`src/rtl/arb_pkg.sv`:
```
`default_nettype none
// ============================================================================
//  Module   : arb_pkg
//  Purpose  : Shared types, defaults and width helper for the rr_arbiter slice.
//  Revision : 1.0 - initial release
// ============================================================================
package arb_pkg;

    localparam int DEF_N        = 8;
    localparam int DEF_MAX_HOLD = 16;

    typedef enum logic [0:0] {
        IDLE  = 1'b0,
        GRANT = 1'b1
    } arb_state_e;

    localparam logic [0:0] c_ST_IDLE  = IDLE;
    localparam logic [0:0] c_ST_GRANT = GRANT;

    function automatic int arb_id_w(input int n);
        return (n > 1) ? $clog2(n) : 1;
    endfunction

endpackage
`default_nettype wire

```
`src/rtl/arb_pick.sv`:
```
`default_nettype none
// ============================================================================
//  Module   : arb_pick
//  Purpose  : Rotating priority pick: first set req bit at or above ptr, wrapping.
//  Revision : 1.0 - initial release
// ============================================================================
module arb_pick
    import arb_pkg::*;
#(
    parameter int N    = DEF_N,
    parameter int ID_W = arb_id_w(DEF_N)
) (
    input  logic [N-1:0]    req,
    input  logic [ID_W-1:0] ptr,
    output logic [ID_W-1:0] win,
    output logic            any
);

    localparam logic [ID_W:0] c_N_EXT = ID_W'(N);

    logic [N-1:0]    w_rot;
    logic [ID_W-1:0] w_idx;
    logic [ID_W:0]   w_sum;

    // Rotating right by ptr places requester ptr at bit 0.
    assign w_rot = N'({req, req} >> ptr);
    assign any   = |req;

    always_comb begin
        w_idx = '0;
        for (int i = N - 1; i >= 0; i--) begin
            if (w_rot[i]) begin
                w_idx = ID_W'(i);
            end
        end
    end

    always_comb begin
        w_sum = {1'b0, ptr} + {1'b0, w_idx};
        if (w_sum >= c_N_EXT) begin
            w_sum = w_sum - c_N_EXT;
        end
    end

    assign win = w_sum[ID_W-1:0];

endmodule
`default_nettype wire

```
`src/rtl/rr_arbiter.sv`:
```
`default_nettype none
// ============================================================================
//  Module   : rr_arbiter
//  Purpose  : Round-robin arbiter with registered one-hot grant; optional hold
//             timeout enabled by defining ARB_TIMEOUT_EN.
//  Revision : 1.0 - initial release
// ============================================================================
module rr_arbiter
    import arb_pkg::*;
#(
    parameter int N        = DEF_N,
    parameter int MAX_HOLD = DEF_MAX_HOLD,
    localparam int ID_W    = arb_id_w(N)
) (
    input  logic            clk,
    input  logic            rst,
    input  logic [N-1:0]    req,
    input  logic            done,
    output logic [N-1:0]    gnt,
    output logic [ID_W-1:0] gnt_id,
    output logic            gnt_valid,
    output logic            timeout
);

    localparam logic [ID_W-1:0] c_LAST    = ID_W'(N - 1);
    localparam logic [ID_W-1:0] c_ONE     = ID_W'(1);
    localparam logic [N-1:0]    c_GNT_ONE = N'(1);

    logic [0:0]      r_state;
    logic [ID_W-1:0] r_ptr;
    logic [N-1:0]    r_gnt;
    logic [ID_W-1:0] r_gnt_id;
    logic            r_gnt_valid;
    logic            r_timeout;

    logic [ID_W-1:0] w_win;
    logic            w_any;
    logic            w_release;
    logic            w_expire;
    logic [ID_W-1:0] w_ptr_next;

    arb_pick #(
        .N    (N),
        .ID_W (ID_W)
    ) u_pick (
        .req (req),
        .ptr (r_ptr),
        .win (w_win),
        .any (w_any)
    );

    assign w_release  = done | ~req[r_gnt_id];
    assign w_ptr_next = (r_gnt_id == c_LAST) ? '0 : r_gnt_id + c_ONE;

`ifdef ARB_TIMEOUT_EN
    localparam logic [7:0] c_HOLD_LAST = 8'(MAX_HOLD - 1);

    logic [7:0] r_hold;

    assign w_expire = (r_state == c_ST_GRANT) && (r_hold == c_HOLD_LAST);

    // Held at zero outside GRANT, so every new grant starts counting from 0.
    always_ff @(posedge clk) begin
        if (rst || (r_state == c_ST_IDLE) || w_release || w_expire) begin
            r_hold <= '0;
        end else begin
            r_hold <= r_hold + 8'd1;
        end
    end
`else
    logic w_unused_cfg;
    assign w_unused_cfg = (MAX_HOLD > 0);
    assign w_expire     = 1'b0;
`endif

    always_ff @(posedge clk) begin
        if (rst) begin
            r_state     <= c_ST_IDLE;
            r_ptr       <= '0;
            r_gnt       <= '0;
            r_gnt_id    <= '0;
            r_gnt_valid <= 1'b0;
            r_timeout   <= 1'b0;
        end else begin
            r_timeout <= 1'b0;
            if (r_state == c_ST_IDLE) begin
                if (w_any) begin
                    r_state     <= c_ST_GRANT;
                    r_gnt       <= c_GNT_ONE << w_win;
                    r_gnt_id    <= w_win;
                    r_gnt_valid <= 1'b1;
                end
            end else if (w_release || w_expire) begin
                // A normal release on the expiry edge suppresses the timeout pulse.
                r_state     <= c_ST_IDLE;
                r_gnt       <= '0;
                r_gnt_valid <= 1'b0;
                r_ptr       <= w_ptr_next;
                r_timeout   <= ~w_release;
            end
        end
    end

    assign gnt       = r_gnt;
    assign gnt_id    = r_gnt_id;
    assign gnt_valid = r_gnt_valid;
    assign timeout   = r_timeout;

endmodule
`default_nettype wire

```
`config.mk`:
```
export PLATFORM = sky130hd
export DESIGN_NAME = rr_arbiter
export DESIGN_NICKNAME = d
export VERILOG_FILES = /design/src/rtl/arb_pkg.sv /design/src/rtl/arb_pick.sv /design/src/rtl/rr_arbiter.sv
export SDC_FILE = /design/constraint.sdc
export NUM_CORES = 1
export LEC_CHECK = 0
export ABC_AREA = 1
export CAP_MARGIN = 20
export CORE_MARGIN = 2
export CORE_UTILIZATION = 25
export CTS_CLUSTER_SIZE = 25
export DETAILED_ROUTE_END_ITERATION = 8
export HOLD_SLACK_MARGIN = 0.12
export PLACE_DENSITY = 0.5
export SLEW_MARGIN = 20
export SYNTH_ARGS = -nofsm -noshare
export SYNTH_HDL_FRONTEND = slang
export SYNTH_SLANG_ARGS = --single-unit
```
`constraint.sdc`:
```
create_clock -name clk -period 3.5 [get_ports clk]
set_input_delay 0.875 -clock clk [delete_from_list [all_inputs] [get_ports clk]]
set_output_delay 0.875 -clock clk [all_outputs]
set_load 0.05 [all_outputs]
```
==> impl_results.md, run 1 <==
* Post-Route WL at approximately 3300 um
* Yosys reg bits at 17
* Nets at around 250
* Pleak at 0.7633 nW
* # port buffers at 23
* Drt initial violations at 64
* Worst hold path class: flip-flop to flip-flop
* Clock Root Buffer: clkbuf_8
* Number of synthesized flops with an enable pin at 0
* Synthesized area per cell at between 6 and 7 um2
* Reg2Reg Depth at 17
* Crit path DAT at 3.41 ns
* Final Hold Vio Count at 0
* GRT Total Usage at 0.1323
* Fin cells at between 200 and 300
* Syn Nets at just over 200
* Clock transition at path regs at around 0.060 ns
* Starting density of the core at 0.2630
* Ant. Diodes at 0
* Pwr per Cell Area at around 660 nW/um2
* Routability Congestion at just under 0.8
* Syn Inst Count at 188
* Synth area leaders: dfxtp_1, nand2_1, nand3_1, nand2_2, inv_1
* H-tree Lvls at 1
* Layout fillers at 522
* Most area-hungry cell type in the Yosys netlist: dfxtp_1
* Outcome: finished clean
* # setup viols final at 0
* Hold_ws at 0.4682 ns
* Post-DR vias/cell at 4.508
* Reg-to-Reg Start: r_ptr[0]
* Routed vias at 1339
* Final period demand of the worst path at about 3.2 ns
* Total CTS buffers at 3
* Core area at about 4800 um2
* First-pass GRT wire length at roughly 5800 um
* Hold buffers post-CTS at 0
* Max Clk Rate at between 300 and 400 MHz
* Fin crit share at 0.9235
* Sequential share of the synthesized area at 0.2704
* Min-Delay Path Depth at 2
* Final Slew Violations at 0
* Routed Antenna Nets at 0
* Delay-heaviest family, CP: simple AND/OR/NAND/NOR gates
* WL/cell at 10.97 um
* Final design utilization at 0.3644
* Layout cell share with drive strength beyond 1 at 0.2435
* Synth warn at 0
* Endpoint type of the worst setup path: flip-flop
* Area grow syn2layout at 38.57%
* Post-placement cell count at about 290
* Post-synth top cells: nand2_1, nand3_1, dfxtp_1, inv_1, nand2_2
* Worst Path Required at about 3.7 ns
* Synth top area share at 0.2704
* Top-count cell post-synth: nand2_1
* # DRC at 0
* # rows at 25
* Io pins at 24
* Cell area after synthesis at roughly 1300 um2
* Post-route cell area at around 1700 um2
* Initial antenna violation count at 0
* Crit path max-delay cell type: clkdlybuf4s50_1
* Most used cell, CP: nand3_1
* CP max stage delay at roughly 0.5 ns
* Slew HR at 0.6541
* Levels on crit path at 18
* Place WS at -0.2065 ns
* HP Start: gnt[2]
* Total gr overflow at 0
* CTS sink count at 17
* Largest net degree at the start of global routing at 11
* WS Path Type: input pin to flip-flop
* Worst-skew pair later-pin latency at about 0.26 ns
* Die Area at about 5600 um2
* CP Launch Point: req[4]
* Peak supply drop at approximately 0.4 mV
* DP HPWL at roughly 2600 um
* Top FF cell, synth: dfxtp_1
* RSZ-0062 raised after global routing: false
* Max FO, Critical Path at 6
* Post-placement cell area at 1668 um2
* CP Cell Sequence: clkdlybuf4s50_1 -> nand2_1 -> nand3_1 -> nand3_1 -> nand2_1 -> a31oi_1 -> o21ai_1 -> nand2_1 -> a21boi_1 -> ha_1 -> inv_1 -> fa_2 -> xor2_2 -> inv_1 -> nand3_1 -> nand2_2 -> nand3_1 -> a21oi_1
* Vias in the first global route at around 1300
* DIE HEIGHT at around 75 um
* Fraction of registers with async set/reset at 0
* Netlist cell types at 31
* Max_cap viols at 0
* CTS tree: built
* Pre-antenna DRT Iters at 4
* Power Total at roughly 1.1 mW
* Setup Total Neg Slack at 0 ns
* Worst path bufs/invs at 3
* Max Buffers Root-to-Sink at 2
* Worst-Margin Slew at roughly 0.52 ns
* Final WS setup at 0.2677 ns
* Clock skew at slightly above 0.006 ns
* Startpoint Class: input pin
* Die X at roughly 75 um
## state kept, by name (all words and copies together), names as in the netlist
signal	cells
gnt	8
timeout	1
r_state	1
r_ptr	3
gnt_valid	1
gnt_id	3
## cell families (layout without fill, tap and decap cells)
kind of cell,Yosys count,count (layout),share of synthesized area
AOI/OAI and AO/OA,30,30,0.1531
and+or+nand+nor,112,112,0.4245
other,1,1,0.002979
xor gates and xnor gates,1,1,0.006960
DFF,17,17,0.2704
buffers and inverters,23,65,0.09642
adders and majority gates,4,4,0.04573
## placed cells by master (no fill, tap or decap), types with 4 or more instances in the layout
| cell type | netlist | layout |
|---|---|---|
| nand2_1 | 55 | 55 |
| nand3_1 | 24 | 23 |
| clkdlybuf4s50_1 | 0 | 22 |
| buf_4 | 0 | 19 |
| dfxtp_1 | 17 | 17 |
| inv_1 | 14 | 14 |
| nand2_2 | 14 | 14 |
| a21oi_1 | 9 | 9 |
| nor2_1 | 6 | 6 |
| o21ai_0 | 7 | 6 |
| nand3_2 | 4 | 5 |
| o211ai_1 | 4 | 4 |
## worst reg2reg max path, cell delays in order, from the launching register on
cell and delay, ns:
dfxtp_1 0.65, nand2_1 0.20, nand3_2 0.11, nand3_1 0.08, nand2_1 0.10, a31oi_1 0.09
o21ai_1 0.12, nand2_1 0.06, a21boi_1 0.13, ha_1 0.15, inv_1 0.05, fa_2 0.34
xor2_2 0.16, inv_1 0.07, nand3_1 0.10, nand2_2 0.15, nand3_1 0.10, a21oi_1 0.13
## where the power goes
group          switching [mW]  internal [mW]
Clock                  0.0696         0.0791
Sequential             0.0560          0.234
Combinational           0.422          0.284
Total                   0.548          0.598
## what timing repair did
item                       4_1_cts  5_1_grt
gates resized for setup          0        7
setup endpoints to repair        0        9
setup buffers                    0        1
## layout make-up
class	instances	area (um2)	share of cell area
multi-input cells	148	817.0	0.4684
repair buffers	42	375.4	0.2152
inverters	19	81.33	0.04663
clock inverters	1	5.005	0.002869
well taps	67	83.83	0.04806
flip-flops and latches	17	340.3	0.1951
clock buffers	3	41.29	0.02367
## final timing paths
check,to,slack [ns]
worst min register to register,gnt[2],0.47
worst max-delay path,gnt[1],0.27
worst min-delay path,gnt[2],0.47
worst max register to register,gnt[1],0.63
## routing by layer
metal	vias up	GRT usage	part of all wire
met2	23	0.2115	0.43
met4	0	0.04167	0.012
met3	5	0.02008	0.043
li1	709	-	-
met1	602	0.1830	0.51
met5	-	0	0
(Power assumes the default switching activity.)
==> run 2: changes to the inputs <==
- SLEW_MARGIN: 20 -> unset
==> results of run 2 <==
Same layout as run 1: the final DEF is identical, and so are final timing and power.
